--- config.mk ---
export PLATFORM = sky130hd
export DESIGN_NAME = controlador_fetch
export DESIGN_NICKNAME = d
export VERILOG_FILES = /design/src/rtl/pkg_fetch.sv /design/src/rtl/registro_salida.sv /design/src/rtl/controlador_fetch.sv
export SDC_FILE = /design/constraint.sdc
export NUM_CORES = 1
export LEC_CHECK = 0
export ABC_AREA = 1
export CAP_MARGIN = 20
export CORE_ASPECT_RATIO = 1.75
export CORE_MARGIN = 4
export CORE_UTILIZATION = 30
export DETAILED_ROUTE_END_ITERATION = 8
export HOLD_SLACK_MARGIN = 0.08
export PLACE_DENSITY = 0.55
export SLEW_MARGIN = 0
export SYNTH_ARGS = -nofsm -noshare
export SYNTH_HDL_FRONTEND = slang
export SYNTH_SLANG_ARGS = --single-unit
--- constraint.sdc ---
create_clock -name clk -period 4.95 [get_ports clk]
set_input_delay 0.495 -clock clk [delete_from_list [all_inputs] [get_ports clk]]
set_output_delay 0.495 -clock clk [all_outputs]
set_load 0.1 [all_outputs]
--- src/rtl/pkg_fetch.sv ---
// rtl/pkg_fetch.sv - shared types and constants for the instruction-fetch controller
//
// Purpose: FSM state encoding, halt opcode, pc step and the redirect
//          alignment helper used by controlador_fetch.
package pkg_fetch;

    typedef enum logic [1:0] {
        CARGA    = 2'd0,
        BUSQUEDA = 2'd1,
        ALTO     = 2'd2
    } estado_t;

    localparam logic [31:0] HLT_CODE = 32'hD4400000;
    localparam logic [63:0] PC_PASO  = 64'd4;

    // Redirect targets are byte addresses; instructions are word aligned.
    function automatic logic [63:0] alinear(input logic [63:0] dir);
        return dir & ~64'd3;
    endfunction

endpackage

--- src/rtl/registro_salida.sv ---
// rtl/registro_salida.sv - one-entry instruction/pc output register with valid/ready
//
// Purpose: holds the instruction presented to decode together with its pc.
// Ports:
//   clk, reset        clock, asynchronous active-high reset
//   cargar            capture dato_in/pc_in and mark the entry valid
//   vaciar            drop the entry (wins over cargar)
//   listo             decode accepts the entry this cycle
//   dato_in, pc_in    instruction word and its byte address to capture
//   valida            entry holds a valid instruction
//   instruccion       presented instruction
//   pc_inst           byte address of the presented instruction
//   libre             entry can take a new word this cycle (empty or draining)
import pkg_fetch::*;

module registro_salida (
    input  logic        clk,
    input  logic        reset,
    input  logic        cargar,
    input  logic        vaciar,
    input  logic        listo,
    input  logic [31:0] dato_in,
    input  logic [63:0] pc_in,
    output logic        valida,
    output logic [31:0] instruccion,
    output logic [63:0] pc_inst,
    output logic        libre
);

    logic        valida_q, valida_d;
    logic [31:0] instruccion_q, instruccion_d;
    logic [63:0] pc_inst_q, pc_inst_d;

    always_comb begin
        valida_d      = valida_q;
        instruccion_d = instruccion_q;
        pc_inst_d     = pc_inst_q;
        if (vaciar) begin
            valida_d = 1'b0;
        end else if (cargar) begin
            valida_d      = 1'b1;
            instruccion_d = dato_in;
            pc_inst_d     = pc_in;
        end
    end

    always_ff @(posedge clk or posedge reset) begin
        if (reset) begin
            valida_q      <= 1'b0;
            instruccion_q <= 32'd0;
            pc_inst_q     <= 64'd0;
        end else begin
            valida_q      <= valida_d;
            instruccion_q <= instruccion_d;
            pc_inst_q     <= pc_inst_d;
        end
    end

    assign valida      = valida_q;
    assign instruccion = instruccion_q;
    assign pc_inst     = pc_inst_q;
    // A handshake this cycle frees the slot for the word read now.
    assign libre       = !valida_q || listo;

endmodule

--- src/rtl/controlador_fetch.sv ---
// rtl/controlador_fetch.sv - instruction-fetch controller with boot loader port
//
// Purpose: shares the InstructionMemory address port between the boot loader
//          (CARGA) and the fetch path (BUSQUEDA), sequences the pc, handles
//          redirects and stops on the halt opcode (ALTO).
// Ports:
//   clk, reset                               clock, asynchronous active-high reset
//   inicio                                   CARGA->BUSQUEDA, ALTO->CARGA
//   carga_valida/carga_dir/carga_dato        loader write request
//   carga_listo                              loader write accepted
//   mem_dir/mem_escritura/mem_dato           memory address, write enable, write data
//   mem_instruccion                          combinational memory read data
//   salto/destino_salto                      redirect request and byte target
//   inst_valida/inst_listo/instruccion/pc_inst  output to decode
//   estado                                   current FSM state
import pkg_fetch::*;

module controlador_fetch #(
    parameter int          ANCHO_IDX  = 8,
    parameter logic [63:0] PC_INICIAL = 64'h0
) (
    input  logic                 clk,
    input  logic                 reset,
    input  logic                 inicio,
    input  logic                 carga_valida,
    input  logic [ANCHO_IDX-1:0] carga_dir,
    input  logic [31:0]          carga_dato,
    output logic                 carga_listo,
    output logic [ANCHO_IDX-1:0] mem_dir,
    output logic                 mem_escritura,
    output logic [31:0]          mem_dato,
    input  logic [31:0]          mem_instruccion,
    input  logic                 salto,
    input  logic [63:0]          destino_salto,
    output logic                 inst_valida,
    input  logic                 inst_listo,
    output logic [31:0]          instruccion,
    output logic [63:0]          pc_inst,
    output logic [1:0]           estado
);

    estado_t     estado_q, estado_d;
    logic [63:0] pc_q, pc_d;

    logic cargar;
    logic vaciar;
    logic libre;

    registro_salida u_registro_salida (
        .clk         (clk),
        .reset       (reset),
        .cargar      (cargar),
        .vaciar      (vaciar),
        .listo       (inst_listo),
        .dato_in     (mem_instruccion),
        .pc_in       (pc_q),
        .valida      (inst_valida),
        .instruccion (instruccion),
        .pc_inst     (pc_inst),
        .libre       (libre)
    );

    always_comb begin
        estado_d      = estado_q;
        pc_d          = pc_q;
        carga_listo   = 1'b0;
        mem_escritura = 1'b0;
        mem_dato      = 32'd0;
        // Word index of the pc; upper bits are dropped so fetches wrap the memory.
        mem_dir       = pc_q[ANCHO_IDX+1:2];
        cargar        = 1'b0;
        vaciar        = 1'b0;

        case (estado_q)
            CARGA: begin
                carga_listo   = 1'b1;
                mem_dir       = carga_dir;
                mem_dato      = carga_dato;
                mem_escritura = carga_valida;
                vaciar        = 1'b1;
                if (inicio) begin
                    estado_d = BUSQUEDA;
                    pc_d     = PC_INICIAL;
                end
            end
            BUSQUEDA: begin
                if (salto) begin
                    // Redirect beats a pending handshake: the held word is dropped.
                    vaciar = 1'b1;
                    pc_d   = alinear(destino_salto);
                end else if (libre) begin
                    pc_d = pc_q + PC_PASO;
                    if (mem_instruccion == HLT_CODE) begin
                        vaciar   = 1'b1;
                        estado_d = ALTO;
                    end else begin
                        cargar = 1'b1;
                    end
                end
            end
            ALTO: begin
                vaciar = 1'b1;
                if (inicio) begin
                    estado_d = CARGA;
                end
            end
            default: begin
                vaciar   = 1'b1;
                estado_d = CARGA;
            end
        endcase
    end

    always_ff @(posedge clk or posedge reset) begin
        if (reset) begin
            estado_q <= CARGA;
            pc_q     <= PC_INICIAL;
        end else begin
            estado_q <= estado_d;
            pc_q     <= pc_d;
        end
    end

    assign estado = estado_q;

endmodule

==> summary.txt, run 1 <==
Route
  • Vias: 10000
  • Drt drc: 0
  • Pre-antenna DRT Iters: 4
  • Wire per inst: 17.9 um
  • DRT Wirelength: 38000 um
  • Iter 0 DRT Violations: 511
  • Routed Antenna Nets: 0
  • DR vias/cell: 4.73

Clock network
  • CTS tree: built
  • CTS clk-pin slew, worst paths: 70 ps
  • Post-CTS resize count: 0
  • Clock latency on the worst-skew pair: 450 ps
  • Clk buf depth: 2
  • Number of clock sinks: 159
  • Post-CTS Setup Bufs: 0
  • Hold Buf Count CTS: 0
  • H-tree depth: 4
  • Total CTS buffers: 17
  • Root buf cell: clkbuf_16

Worst hold path
  • Worst hold path depth: 2
  • WHS Endpoint: u_registro_salida.pc_inst[20]
  • Hold path start: u_registro_salida.pc_inst[20]
  • Hold Crit Class: flip-flop to flip-flop

Floorplan
  • Die width: 143 um
  • # IOs: 283
  • Core area: 0.0314 mm^2
  • FP Rows: 86
  • Initial Utilization: 0.303
  • Die area: 0.0347 mm^2
  • Die height: 244 um

Logic synthesis
  • Post-synth cell types: 35
  • Sequential share of the synthesized area: 0.418
  • Mapped Area: 0.00951 mm^2
  • Mapped Cells: 1465
  • Syn Area/Cell: 6.49 um^2
  • YS warnings: 0
  • Number of synthesized register bits: 159

Global routing
  • Gr usage total: 0.216
  • Number of global-route vias before repair: 10100
  • First-pass GRT wire length: 57600 um
  • Antenna violations before repair: 2
  • Largest net degree at the start of global routing: 96
  • Gr ovfl total: 0

Critical path
  • Worst R2R Start: estado[0]
  • Cells on worst reg2reg path: 8
  • Data required time at the worst endpoint: 4450 ps
  • Critical path startpoint category: flip-flop
  • R2R setup slack: 2350 ps
  • Reg2Reg Capture Point: pc_q[43]
  • Endpoint type of the worst setup path: output pin
  • WP data arrival: 2990 ps
  • Crit path max fanout: 36
  • Crit path kind: flip-flop to output pin

Power
  • Lkg Pwr: 6.28 nW
  • Max rail drop VDD: 0.504 mV
  • Pwr dens: 808 mW/mm^2
  • Design Power: 10.7 mW

Finish
  • Non-filler cells, final: 2120
  • Area Overhead vs Synth: 38.8%
  • # fillers: 3341
  • Nets: 1853
  • Layout cell share with drive strength beyond 1: 0.0342

STA
  • Final Cycle Share: 0.704
  • Fmax: 287 MHz
  • Clock Skew: 9.84 ps
  • RSZ-0062 raised after global routing: false
  • Final Worst Setup Slack: 1460 ps
  • Fin. Hold Viols: 0
  • Fin crit period: 3490 ps
  • Slew margin rel.: 0.267
  • Min Hold Slack: 468 ps
  • Max-slew violations: 0
  • Setup TNS: 0 ps
  • # setup viols final: 0
  • Worst Tran Pin Value: 1100 ps

Placement
  • Port bufs: 278
  • RePlAce Congestion: 0.976
  • Post-DP HPWL: 29100 um
  • Placed Cells: 2086
  • Dpl ws: 1290 ps

Run status
  • Status: completed

Job
  • Max-cap violations: 0
worst max-delay path, cell delays in order (launching register included):
cell	delay, ps
dfrtp_1	460
nor2_4	360
inv_2	340
nor2_1	180
clkdlybuf4s50_1	1180
cells in the mapped netlist:
library cell / number / area [um^2]
o21ai_2: 1 / 8.76
nand4_2: 1 / 12.5
buf_4: 4 / 30.0
conb_1: 1 / 3.75
nand3_1: 157 / 786
buf_2: 31 / 155
nand3b_1: 1 / 7.51
ha_1: 1 / 12.5
nor3_1: 4 / 20.0
clkinv_1: 1 / 3.75
o32ai_1: 3 / 26.3
buf_1: 6 / 22.5
xnor2_1: 7 / 61.3
nand2_2: 2 / 12.5
buf_6: 1 / 11.3
nor2_1: 291 / 1090
nor3_2: 1 / 10.0
xor2_1: 20 / 175
nor2_4: 5 / 56.3
and3b_1: 1 / 8.76
a31oi_1: 1 / 6.26
clkbuf_1: 19 / 71.3
inv_1: 125 / 469
o22ai_1: 1 / 6.26
nor2_2: 3 / 18.8
dfrtp_1: 159 / 3980
nand4_1: 15 / 93.8
inv_2: 3 / 11.3
nor4_1: 1 / 6.26
nand2_1: 534 / 2000
o211ai_1: 1 / 7.51
o21ai_0: 55 / 275
a21oi_2: 1 / 8.76
o21ai_1: 4 / 20.0
a21oi_1: 4 / 20.0
layout make-up:
| cell class | count | area [um^2] | share of cell area |
|---|---|---|---|
| sequential | 159 | 3980 | 0.301 |
| antenna | 1 | 2.50 | 0.000189 |
| clock inverter | 14 | 131 | 0.00995 |
| inverter | 129 | 489 | 0.0370 |
| multi-input combinational | 1117 | 4790 | 0.362 |
| clock buffer | 18 | 439 | 0.0332 |
| tap | 396 | 495 | 0.0375 |
| timing repair buffer | 286 | 2890 | 0.219 |
stage by stage:
step / area, um^2 / utilization
floorplan: 9520 / -
global placement: 12600 / 0.401
detailed placement: 12600 / 0.401
CTS: 13200 / 0.419
global route: 13200 / 0.420
finish: 13200 / 0.420
worst max-delay path by stage:
| stage | start | end | slack [ps] | depth (start not counted) |
|---|---|---|---|---|
| 6_report | estado[0] | mem_dato[0] | 1460 | 4 |
| 5_1_grt | estado[0] | mem_dato[0] | 1290 | 4 |
| 4_1_cts | estado[0] | mem_dato[0] | 1350 | 4 |
| 3_5_place_dp | salto | u_registro_salida.pc_inst[44] | 1290 | 7 |
| 3_3_place_gp | salto | u_registro_salida.pc_inst[32] | 1320 | 7 |
| 2_1_floorplan | reset | estado[0] | 160 | 1 |
cell usage in the layout, fill, tap and decap left out, types with 2 or more instances in the layout:
cell / netlist / layout
a21oi_1: 4 / 4
clkdlybuf4s50_1: 0 / 278
nor2_4: 5 / 5
clkinv_2: 0 / 3
xor2_1: 20 / 20
xnor2_1: 7 / 7
o21ai_0: 55 / 55
clkinvlp_4: 0 / 3
inv_2: 3 / 4
clkinv_4: 0 / 2
inv_6: 0 / 5
buf_12: 0 / 2
nor2_2: 3 / 3
dfrtp_1: 159 / 159
nor3_1: 4 / 4
nor2_1: 291 / 291
conb_1: 1 / 2
buf_4: 4 / 5
inv_1: 125 / 124
nand4_1: 15 / 15
o21ai_1: 4 / 4
clkbuf_16: 0 / 17
nand2_1: 534 / 534
nand3_1: 157 / 157
o32ai_1: 3 / 3
sequential cells by signal, indices dropped and copies added, names as in the netlist:
register	flops
u_registro_salida.valida	1
u_registro_salida.instruccion	32
pc_q	62
u_registro_salida.pc_inst	62
estado	2
where the power goes:
| group | internal, mW | switching, mW | total (mW) |
|---|---|---|---|
| clock network | 0.713 | 0.604 | 1.32 |
| registers | 1.90 | 0.631 | 2.54 |
| logic | 1.52 | 5.30 | 6.82 |
logic make-up (layout without fill, tap and decap cells):
family                     Yosys count  after routing  synth area share
and+or+nand+nor                   1016           1016             0.434
buffers and inverters              190            447            0.0814
DFF                                159            159             0.418
AOI/OAI and AO/OA                   71             71            0.0398
xor gates and xnor gates            27             27            0.0249
adders and majority gates            1              1           0.00131
other                                1              3          0.000394
metal layers:
layer | GRT usage | wire length, um | up-vias
met1 | 0.226 | 13800 | 4652
li1 | - | - | 5027
met5 | 0 | 0 | -
met4 | 0.0985 | 1490 | 0
met3 | 0.0320 | 1790 | 64
met2 | 0.412 | 20800 | 293
No activity file was read; power rests on OpenSTA's default activity.
==> run 2: changes to the inputs <==
--- a/config.mk
+++ b/config.mk
@@ -12,7 +12,7 @@
 export CORE_UTILIZATION = 30
 export DETAILED_ROUTE_END_ITERATION = 8
 export HOLD_SLACK_MARGIN = 0.08
-export PLACE_DENSITY = 0.55
+export PLACE_DENSITY = 0.53
 export SLEW_MARGIN = 0
 export SYNTH_ARGS = -nofsm -noshare
 export SYNTH_HDL_FRONTEND = slang
==> constraint.sdc (replaced) <==
create_clock -name clk -period 3.3 [get_ports clk]
set_input_delay 0.33 -clock clk [delete_from_list [all_inputs] [get_ports clk]]
set_output_delay 0.33 -clock clk [all_outputs]
set_load 0.1 [all_outputs]
==> summary.txt, run 2 (synthesis gave the netlist of run 1 again) <==
Run status
  • Status: completed

Critical path
  • CP endpoint: estado[0]
  • Crit path max fanout: 6
  • Data required time at the worst endpoint: 2970 ps
  • WP data arrival: 2130 ps
  • R2R setup slack: 1000 ps
  • Cell family with most CP delay: buffers and inverters
  • Critical Path Stages: 1
  • Critical path startpoint category: flip-flop
  • Crit path kind: flip-flop to output pin
  • CP Launch Point: estado[0]
  • Cells on worst reg2reg path: 10
  • Worst R2R Start: pc_q[3]
  • Crit-path max cell delay: 1190 ps
  • Endpoint type of the worst setup path: output pin
  • Buffer and inverter count on the worst path: 1
  • Reg2Reg Capture Point: pc_q[40]
  • Slowest cell on crit path: clkdlybuf4s50_1
  • Crit path cell chain: clkdlybuf4s50_1

STA
  • Clock Skew: 11.3 ps
  • Slew margin rel.: 0.294
  • Fin. Hold Viols: 0
  • Worst Tran Pin Value: 1060 ps
  • RSZ-0062 raised after global routing: false
  • # setup viols final: 0
  • Fmax: 407 MHz
  • Max-slew violations: 0
  • Final Cycle Share: 0.745
  • Fin crit period: 2460 ps

Clock network
  • H-tree depth: 4
  • Number of clock sinks: 159
  • Total CTS buffers: 17
  • Root buf cell: clkbuf_16
  • Clk buf depth: 2
  • Post-CTS Setup Bufs: 0
  • Clock latency on the worst-skew pair: 460 ps
  • CTS tree: built
  • Hold Buf Count CTS: 0
  • Post-CTS resize count: 0
  • CTS clk-pin slew, worst paths: 60 ps

Route
  • Vias: 10000
  • Pre-antenna DRT Iters: 5
  • Routed Antenna Nets: 0
  • Iter 0 DRT Violations: 492
  • DRT Wirelength: 37800 um
  • Wire per inst: 17.8 um
  • DR vias/cell: 4.71
  • Drt drc: 0

Power
  • Pwr dens: 1220 mW/mm^2
  • Lkg Pwr: 6.40 nW
  • Max rail drop VDD: 0.885 mV
  • Design Power: 16.1 mW

Worst hold path
  • Hold Crit Class: primary input to async pin

Floorplan
  • Die height: 244 um
  • FP Rows: 86
  • # IOs: 283
  • Die width: 143 um
  • Initial Utilization: 0.303
  • Core area: 0.0314 mm^2
  • Die area: 0.0347 mm^2

Global routing
  • Antenna violations before repair: 1
  • Gr ovfl total: 0
  • Number of global-route vias before repair: 9853
  • Gr usage total: 0.215
  • Largest net degree at the start of global routing: 105
  • First-pass GRT wire length: 56900 um

Finish
  • Layout cell share with drive strength beyond 1: 0.0664
  • Most common cell after layout, fill and taps aside: nand2_1
  • Area Overhead vs Synth: 38.5%
  • Nets: 1862
  • Most frequent cells in the layout: nand2_1 (534), nor2_1 (291), clkdlybuf4s50_1 (228)
  • Non-filler cells, final: 2128

Placement
  • RePlAce Congestion: 0.946
  • Port bufs: 278
  • Post-DP HPWL: 29300 um
  • Placed Cells: 2096

Job
  • Max-cap violations: 0
-- run 2: changes by cell type in the layout (fill, tap and decap cells not counted), sizes merged --
cell	change
clkinvlp	+1
bufinv	+2
clkinv	-2
buf	+59
inv	-4
clkbuf	+2
clkdlybuf4s50	-50
-- run 2: power breakdown --
group	leakage, nW	switching (mW)	internal, mW
sequential	2.03	0.963	2.86
clock	0.285	0.874	1.22
combinational	4.09	7.94	2.22
total	6.40	9.77	6.30
-- run 2: how the worst min path moves through the flow --
stage	to	slack, ps
after floorplan	estado[0]	450
after detailed placement	u_registro_salida.instruccion[8]	460
final	u_registro_salida.pc_inst[6]	210
after global routing	u_registro_salida.pc_inst[6]	220
after global placement	u_registro_salida.instruccion[15]	450
after CTS	pc_q[4]	200
-- run 2: final cells by class --
class	instances	area (um^2)
clock inverter	11	159
multi-input combinational	1117	4790
inverter	129	488
fill	3398	18200
timing repair buffer	295	2820
clock buffer	20	447
tap	396	495
sequential	159	3980
antenna	1	2.50
-- run 2: metal layers --
metal	vias up	track usage	share of wire	wire [um]
met2	286	0.408	0.54	20500
met5	-	0	0	0
met1	4614	0.224	0.37	13900
met4	0	0.0963	0.041	1540
li1	5059	-	-	-
met3	67	0.0377	0.049	1870
-- run 2: worst register-to-register path, stage by stage, from the launching register on --
cell     delay (ps)
dfrtp_1         450
ha_1            290
nand3_1         230
nor2_1          240
nand3_1         200
nor2_1          340
nand2_1          90
nand2_1          70
nand3_1         130
nand2_1         110
nand2_1          50
-- run 2: through the flow --
stage	hold slack [ps]	cell area [um^2]	setup slack, ps	TNS (ps)	utilization
after floorplan	447	9520	-1150	-8070	-
after global placement	452	12600	637	0	0.400
final	207	13200	842	0	0.419
after CTS	198	13200	813	0	0.419
after detailed placement	458	12600	663	0	0.400
after global routing	221	13200	780	0	0.419
